**config.mk**
```make
export PLATFORM = sky130hd
export DESIGN_NAME = rf_write_arbiter
export DESIGN_NICKNAME = d
export VERILOG_FILES = /design/src/rtl/rf_write_arbiter.sv
export SDC_FILE = /design/constraint.sdc
export NUM_CORES = 1
export LEC_CHECK = 0
export BUFFER_PORTS_ARGS = -buffer_cell sky130_fd_sc_hd__buf_2
export CAP_MARGIN = 20
export CORE_MARGIN = 2
export CORE_UTILIZATION = 40
export CTS_BUF_LIST = sky130_fd_sc_hd__clkbuf_4 sky130_fd_sc_hd__clkbuf_8
export DETAILED_ROUTE_END_ITERATION = 12
export GPL_TIMING_DRIVEN = 0
export PLACE_DENSITY_LB_ADDON = 0.08
export SYNTH_ARGS = -nofsm -noshare
export SYNTH_HDL_FRONTEND = slang
export SYNTH_SLANG_ARGS = --single-unit
export TNS_END_PERCENT = 1
```
**constraint.sdc**
```tcl
create_clock -name clk -period 2.9 [get_ports clk]
set_clock_uncertainty 0.05 [all_clocks]
set_input_delay 0.725 -clock clk [delete_from_list [all_inputs] [get_ports clk]]
set_output_delay 0.725 -clock clk [all_outputs]
set_load 0.05 [all_outputs]
```
**src/rtl/rf_write_arbiter.sv**
```systemverilog
// Round-robin arbiter sharing the register-file write port between two writeback requesters.
// Grant is combinational (0 cycles), rf_* registered (1 cycle); the loser of a tie waits one cycle holding its request.
module rf_write_arbiter #(
    parameter int ADDR_W = 5,
    parameter int DATA_W = 32
) (
    input  logic              clk,
    input  logic              rst,
    input  logic              req0,
    input  logic [ADDR_W-1:0] addr0,
    input  logic [DATA_W-1:0] data0,
    output logic              gnt0,
    input  logic              req1,
    input  logic [ADDR_W-1:0] addr1,
    input  logic [DATA_W-1:0] data1,
    output logic              gnt1,
    output logic              rf_we,
    output logic [ADDR_W-1:0] rf_waddr,
    output logic [DATA_W-1:0] rf_wdata,
    output logic              busy
);

    typedef enum logic [1:0] {IDLE, WR0, WR1} state_t;

    state_t            r_state;
    logic              r_last;
    logic [ADDR_W-1:0] r_waddr;
    logic [DATA_W-1:0] r_wdata;

    logic              w_gnt0;
    logic              w_gnt1;
    logic              w_any;
    logic [ADDR_W-1:0] w_addr;
    logic [DATA_W-1:0] w_data;

    // On a tie the port that did not win last time is granted.
    assign w_gnt0 = ~rst & req0 & (~req1 | r_last);
    assign w_gnt1 = ~rst & req1 & (~req0 | ~r_last);
    assign w_any  = w_gnt0 | w_gnt1;
    assign w_addr = w_gnt1 ? addr1 : addr0;
    assign w_data = w_gnt1 ? data1 : data0;

    always_ff @(posedge clk or posedge rst) begin
        if (rst) begin
            r_state <= IDLE;
            r_last  <= 1'b1;
            r_waddr <= '0;
            r_wdata <= '0;
        end else if (w_any) begin
            r_last  <= w_gnt1;
            r_waddr <= w_addr;
            r_wdata <= w_data;
            if (w_addr != '0) begin
                r_state <= w_gnt1 ? WR1 : WR0;
            end else begin
                r_state <= IDLE;
            end
        end else begin
            r_state <= IDLE;
        end
    end

    // The write enable is the registered state: any WRx state is a live write.
    assign rf_we    = (r_state != IDLE);
    assign rf_waddr = r_waddr;
    assign rf_wdata = r_wdata;
    assign gnt0     = w_gnt0;
    assign gnt1     = w_gnt1;
    assign busy     = req0 & req1;

endmodule

```
==> metrics, run 1 <==
Critical Path Sink Type output pin; r2r setup slk 1450 ps; register bit count reported by yosys 40; max incr delay on CP 270 ps; Worst-path clk slew 80 ps; slowest CP cell buf_2; type of the worst min-delay path flop to flop; port buffer count 118; total wire length after detailed routing 5853 um; leading cell type in the layout, fill and taps excluded buf_2; Synth area leader dfrtp_1; Peak VDD IR 295.9 uV; CP most frequent cell buf_2; TritonCTS Buffers 5; # IOs 119; Synth Flop Type dfrtp_1; CP Launch Point rst; n_diodes 0; status complete, no violations; crit path DAT 1800 ps; layout overhead on the synthesized area 38.51%; Placeable Area 0.004755 mm2; first-pass GRT wire length 9156 um; Finished Core Util 0.5803; final setup margin 328.3 ps; clk buf depth 2; layout cell share with drive strength beyond 1 0.4254; R2R depth 5; final instance area 0.002759 mm2; Setup CP Type input pin to output pin; crit path capture gnt1; crit path cell chain buf_2, nand2b_1, buf_2, buf_4, nor2_2, buf_2; total global routing overflow 0; area occupied by multi-input gates 843.3 um2; initial antenna violation count 0; sequential cell area 0.001002 mm2; syn avg cell area 8.698 um2; Post-synth EDFFs 0; Chip Width 74.57 um; CTS root buffer clkbuf_8; Hold Vio Cnt, Final 0; Post-CTS Setup Bufs 0; top-area cell type share of the netlist area 0.4899; row cnt 25; Tcrit/Tclk final 0.8868; vias in the first global route 1980; RSZ-0062 raised after global routing false; Final ANT Viol Nets 0; Fin Setup TNS 0 ps; CTS tree built; post-synthesis instance area 0.001992 mm2; Residual DRC 0; # Max-Cap Violations 0; Final Setup Violations 0; Yosys cell types 21; fill count 513; RR Endpoint rf_wdata[18]$_DFFE_PP0P_; Pwr Density 616.5 mW/mm2; Seq/Total Area, Yosys 0.5031; largest net degree at the start of global routing 41; routability congestion estimate from global placement 0.8251; Worst-Skew Late Latency 290 ps; post-cts repair resize count 0; CP required 2120 ps; reg-to-reg critical path startpoint r_last$_DFFE_PP1P_; Startpoint Class input pin; routed len/inst 13.87 um; Final min period 2572 ps; Area after DPL 0.002666 mm2; leakage power 1.293 nW; Detailed Routing Iterations Pass 1 4; FMAX 388.9 MHz; Ys Warns 0; clock sink count 40; die height 74.57 um; routed vias 2142; top post-synthesis cells by area dfrtp_1, a31oi_1, nand3_1; hold_buf cts 0; Final nets 432; post-synth net total 307; GRT Util Overall 0.2158; commonest cells after routing, fill and taps aside buf_2, dfrtp_1, nand3_1, nor2_1, a31oi_1; Final HPWL DP 4226 um; vias per inst 5.076; Die ar. 0.005560 mm2; number of H-tree levels 2; Max Slew Vio Count 0; DP Worst Slack 327.4 ps; Worst Max-Slew Pin Slew 844.7 ps; Iter 0 DRT Violations 102; Crit Path Max Fanout 10; Post-Syn Instances 229; ys async rst share 1.000; worst rel slew slack 0.4360; Initial Util 0.4189
## kinds of logic after synthesis
group	share of synthesized area
simple gates	0.1966
flops	0.5031
buf+inv	0.07349
compound gates	0.2268
## cell type report
class | count | area share
inverters | 2 | 0.002721
well taps | 67 | 0.03039
multi-input cells | 164 | 0.3057
repair buffers | 118 | 0.2141
flip-flops and latches | 40 | 0.3633
clock inverters | 2 | 0.003628
clock buffers | 6 | 0.02993
plain buffers | 23 | 0.05034
## synth_stat cells, types with 3 or more instances
| master | n |
|---|---|
| a31oi_1 | 37 |
| buf_2 | 9 |
| buf_4 | 11 |
| clkbuf_1 | 3 |
| dfrtp_1 | 39 |
| nand3_1 | 37 |
| nor2_1 | 37 |
| o21ai_0 | 24 |
| o21ai_1 | 14 |
## registers in the layout, indices dropped and copies added, names as in the netlist
name,flops
r_state,2
rf_wdata,32
rf_waddr,5
r_last,1
## report_power, final
group | switching, mW | internal, mW
Combinational | 0.467 | 0.175
Sequential | 0.0379 | 0.636
Clock | 0.195 | 0.190
## worst min-delay path by stage
stage,slack [ps],depth (start not counted),from,to
after global routing,500,2,r_last$_DFFE_PP1P_,r_last$_DFFE_PP1P_
final,470,2,r_last$_DFFE_PP1P_,r_last$_DFFE_PP1P_
after global placement,450,2,r_last$_DFFE_PP1P_,r_last$_DFFE_PP1P_
after floorplan,430,2,r_last$_DFFE_PP1P_,r_last$_DFFE_PP1P_
after CTS,470,2,r_last$_DFFE_PP1P_,r_last$_DFFE_PP1P_
after detailed placement,460,2,r_last$_DFFE_PP1P_,r_last$_DFFE_PP1P_
## through the flow
step	power, mW	cells	hold slack [ps]
floorplan	1.144	229	425.5
global placement	1.328	414	445.5
detailed placement	1.331	414	460.8
CTS	1.716	422	474.0
global route	1.797	422	503.1
finish	1.701	422	472.4
## routing by layer
metal	wire length, um	GRT usage
met3	411	0.06233
met5	0	0
met1	2668	0.2866
met4	44	0.04762
met2	2728	0.3520
## critical path: cells and delay by family
kind | cells | cell delay (ps)
buffers and inverters | 4 | 770
AND/OR/NAND/NOR | 2 | 300
Note: power is estimated with default switching activity, not from simulation.
==> run 2: changes to the inputs <==
--- a/config.mk
+++ b/config.mk
@@ -5,6 +5,7 @@
 export SDC_FILE = /design/constraint.sdc
 export NUM_CORES = 1
 export LEC_CHECK = 0
+export ABC_AREA = 1
 export BUFFER_PORTS_ARGS = -buffer_cell sky130_fd_sc_hd__buf_2
 export CAP_MARGIN = 20
 export CORE_MARGIN = 2
@@ -13,6 +14,7 @@
 export DETAILED_ROUTE_END_ITERATION = 12
 export GPL_TIMING_DRIVEN = 0
 export PLACE_DENSITY_LB_ADDON = 0.08
+export SLEW_MARGIN = 20
 export SYNTH_ARGS = -nofsm -noshare
 export SYNTH_HDL_FRONTEND = slang
 export SYNTH_SLANG_ARGS = --single-unit
==> run 2 against run 1 <==
Effect of this change:
- maximum frequency is 6.7% lower
- worst setup slack worse by 190 ps
- wire length is 11% lower
- die area is 3.7% lower
- global-route usage is 1.3 points lower
- total power is 5.7% higher
- cell count is 1.4% lower
- highest routed layer unchanged
- via count is 8.5% lower
==> metrics, run 2 <==
commonest cells after routing, fill and taps aside buf_2, nand2_1, dfrtp_1; GRT Util Overall 0.2027 (-0.01305); Largest register FFs 32 (unchanged); Setup CP Type input pin to output pin; layout cell share with drive strength beyond 1 0.4254 (about the same); n_diodes 0 (unchanged); post-synth net total 312 (+1.6%); Crit Path Max Fanout 11 (+1); # Max-Cap Violations 0 (unchanged); Ys Warns 0 (unchanged); port buffer count 118 (unchanged); Worst-Skew Late Latency 280 ps (about the same); Die ar. 0.005352 mm2 (-3.7%); RSZ-0062 raised after global routing false; Final min period 2757 ps (+185.4 ps); syn avg cell area 8.176 um2 (-6.0%); leading cell type in the layout, fill and taps excluded buf_2; Critical Path Sink Type output pin; final instance area 0.002714 mm2 (-1.6%); top-area cell type share of the netlist area 0.5101 (+0.02019); total wire length after detailed routing 5223 um (-11%); number of H-tree levels 2 (unchanged); Worst-path clk slew 80 ps (about the same); # IOs 119 (unchanged); row cnt 25 (unchanged); Peak VDD IR 290.5 uV (-1.8%); Tcrit/Tclk final 0.9507 (+0.06391); Post-synth EDFFs 0 (unchanged); CP required 2120 ps (about the same); post-synthesis instance area 0.001913 mm2 (-4.0%); Yosys cell types 20 (-4.8%); clock sink count 40 (unchanged); hold_buf cts 0 (unchanged); type of the worst min-delay path input pin to asynchronous set/reset pin; TritonCTS Buffers 5 (unchanged); Final nets 439 (+1.6%); Synth area leader dfrtp_1; Post-Syn Instances 234 (+2.2%); layout overhead on the synthesized area 41.86%; crit path DAT 1980 ps (+180 ps); largest net degree at the start of global routing 22 (-46%); Tot Pwr 1.798 mW (+5.7%); most common cell in the netlist nand2_1; Pwr Density 662.5 mW/mm2 (+7.5%); die height 73.16 um (-1.9%); first-pass GRT wire length 8252 um (-9.9%); final hold slack 414.0 ps (-58.34 ps); Final HPWL DP 3663 um (-13%); ys async rst share 1.000 (unchanged); Post-CTS Setup Bufs 0 (unchanged); clk buf depth 2 (unchanged); Iter 0 DRT Violations 96 (-5.9%); Residual DRC 0 (unchanged); CTS root buffer clkbuf_8; worst rel slew slack 0.6575 (+0.2215); routed len/inst 12.56 um (-9.5%); Commonest cells post-synth nand2_1, dfrtp_1, nor2_1; Synth Flop Type dfrtp_1; top post-synthesis cells by area dfrtp_1, nand2_1, a31oi_1; routability congestion estimate from global placement 0.8271 (+0.24%); reg-to-reg critical path startpoint r_last$_DFFE_PP1P_; Final Setup Violations 0 (unchanged); vias per inst 4.714 (-7.1%); Startpoint Class input pin; vias in the first global route 1706 (-14%); leakage power 1.446 nW (+12%); Area after DPL 0.002575 mm2 (-3.4%); Chip Width 73.16 um (-1.9%); FMAX 362.7 MHz (-6.7%); Final ANT Viol Nets 0 (unchanged); total global routing overflow 0 (unchanged); RR Endpoint rf_wdata[21]$_DFFE_PP0P_; register bit count reported by yosys 40 (unchanged); Worst Max-Slew Pin Slew 510.9 ps (-333.8 ps); Placeable Area 0.004661 mm2 (-2.0%); Seq/Total Area, Yosys 0.5239 (+0.02073); r2r setup slk 1410 ps (-40 ps); Max Slew Vio Count 0 (unchanged); Initial Util 0.4105 (-0.008477); initial antenna violation count 0 (unchanged); Hold Vio Cnt, Final 0 (unchanged); CTS tree built; R2R depth 6 (+1); status complete, no violations; routed vias 1961 (-8.5%); Detailed Routing Iterations Pass 1 4 (unchanged)
-- run 2: cell types whose count changed after synthesis, moves of 6 or more --
cell	before	now
inv_1	2	11
buf_6	0	6
nand2_1	2	80
o21ai_0	24	7
nand3_1	37	3
buf_4	11	2
o21ai_1	14	1
-- run 2: cell type report --
cell class / instances / area, um2
Buffer: 14 / 112.6
Clock buffer: 7 / 96.34
Clock inverter: 1 / 30.03
Fill cell: 474 / 1947
Inverter: 15 / 60.06
Multi-Input combinational cell: 165 / 742.0
Sequential cell: 40 / 1002
Tap cell: 54 / 67.56
Timing Repair Buffer: 118 / 590.6
Timing Repair inverter: 2 / 12.51
-- run 2: where the power goes --
| part | leakage [nW] | switching [mW] | internal, mW |
|---|---|---|---|
| combinational | 0.925 | 0.461 | 0.169 |
| clock | 0.0645 | 0.189 | 0.304 |
| sequential | 0.457 | 0.0374 | 0.639 |
| total | 1.45 | 0.687 | 1.11 |
-- run 2: metal layers --
layer / share of wire / global-route usage / wire [um]
met5: 0 / 0 / 0
met4: 0.0080 / 0.05967 / 42
met3: 0.056 / 0.04972 / 290
met2: 0.47 / 0.3153 / 2451
met1: 0.47 / 0.2798 / 2438
-- run 2: cell families (layout without fill, tap and decap cells) --
family / Yosys count / after routing / synth area share
compound gates: 41 / 41 / 0.1282
buf+inv: 29 / 157 / 0.08829
flops: 40 / 40 / 0.5239
simple gates: 124 / 124 / 0.2596
-- run 2: worst max-delay path: stages --
cell and delay (ps):
buf_2 200, clkinvlp_4 330, nand3_2 240, inv_2 90, buf_4 180, buf_2 210
-- run 2: worst max-delay path by stage --
stage / slack, ps / end / startpoint
after global placement: -550 / gnt1 / rst
final: 140 / gnt1 / rst
after floorplan: 4 / gnt0 / rst
after detailed placement: -550 / gnt1 / rst
after global routing: 30 / gnt1 / rst
after CTS: 110 / gnt1 / rst
-- run 2: what timing repair did --
action | 4_1_cts | 5_1_grt
gates resized for setup | 0 | 0
endpoints found under the setup margin | 2 | 0
hold endpoints to repair | 0 | 0
-- run 2: metrics by stage --
| stage | instances | utilization | TNS, ps | setup WS (ps) |
|---|---|---|---|---|
| CTS | 416 | 0.5817 | 0 | 111.7 |
| global placement | 406 | 0.5525 | -732.1 | -548.3 |
| finish | 416 | 0.5823 | 0 | 143.0 |
| global route | 416 | 0.5823 | 0 | 31.63 |
| detailed placement | 406 | 0.5525 | -712.2 | -546.0 |
| floorplan | 234 | - | 0 | 4.403 |
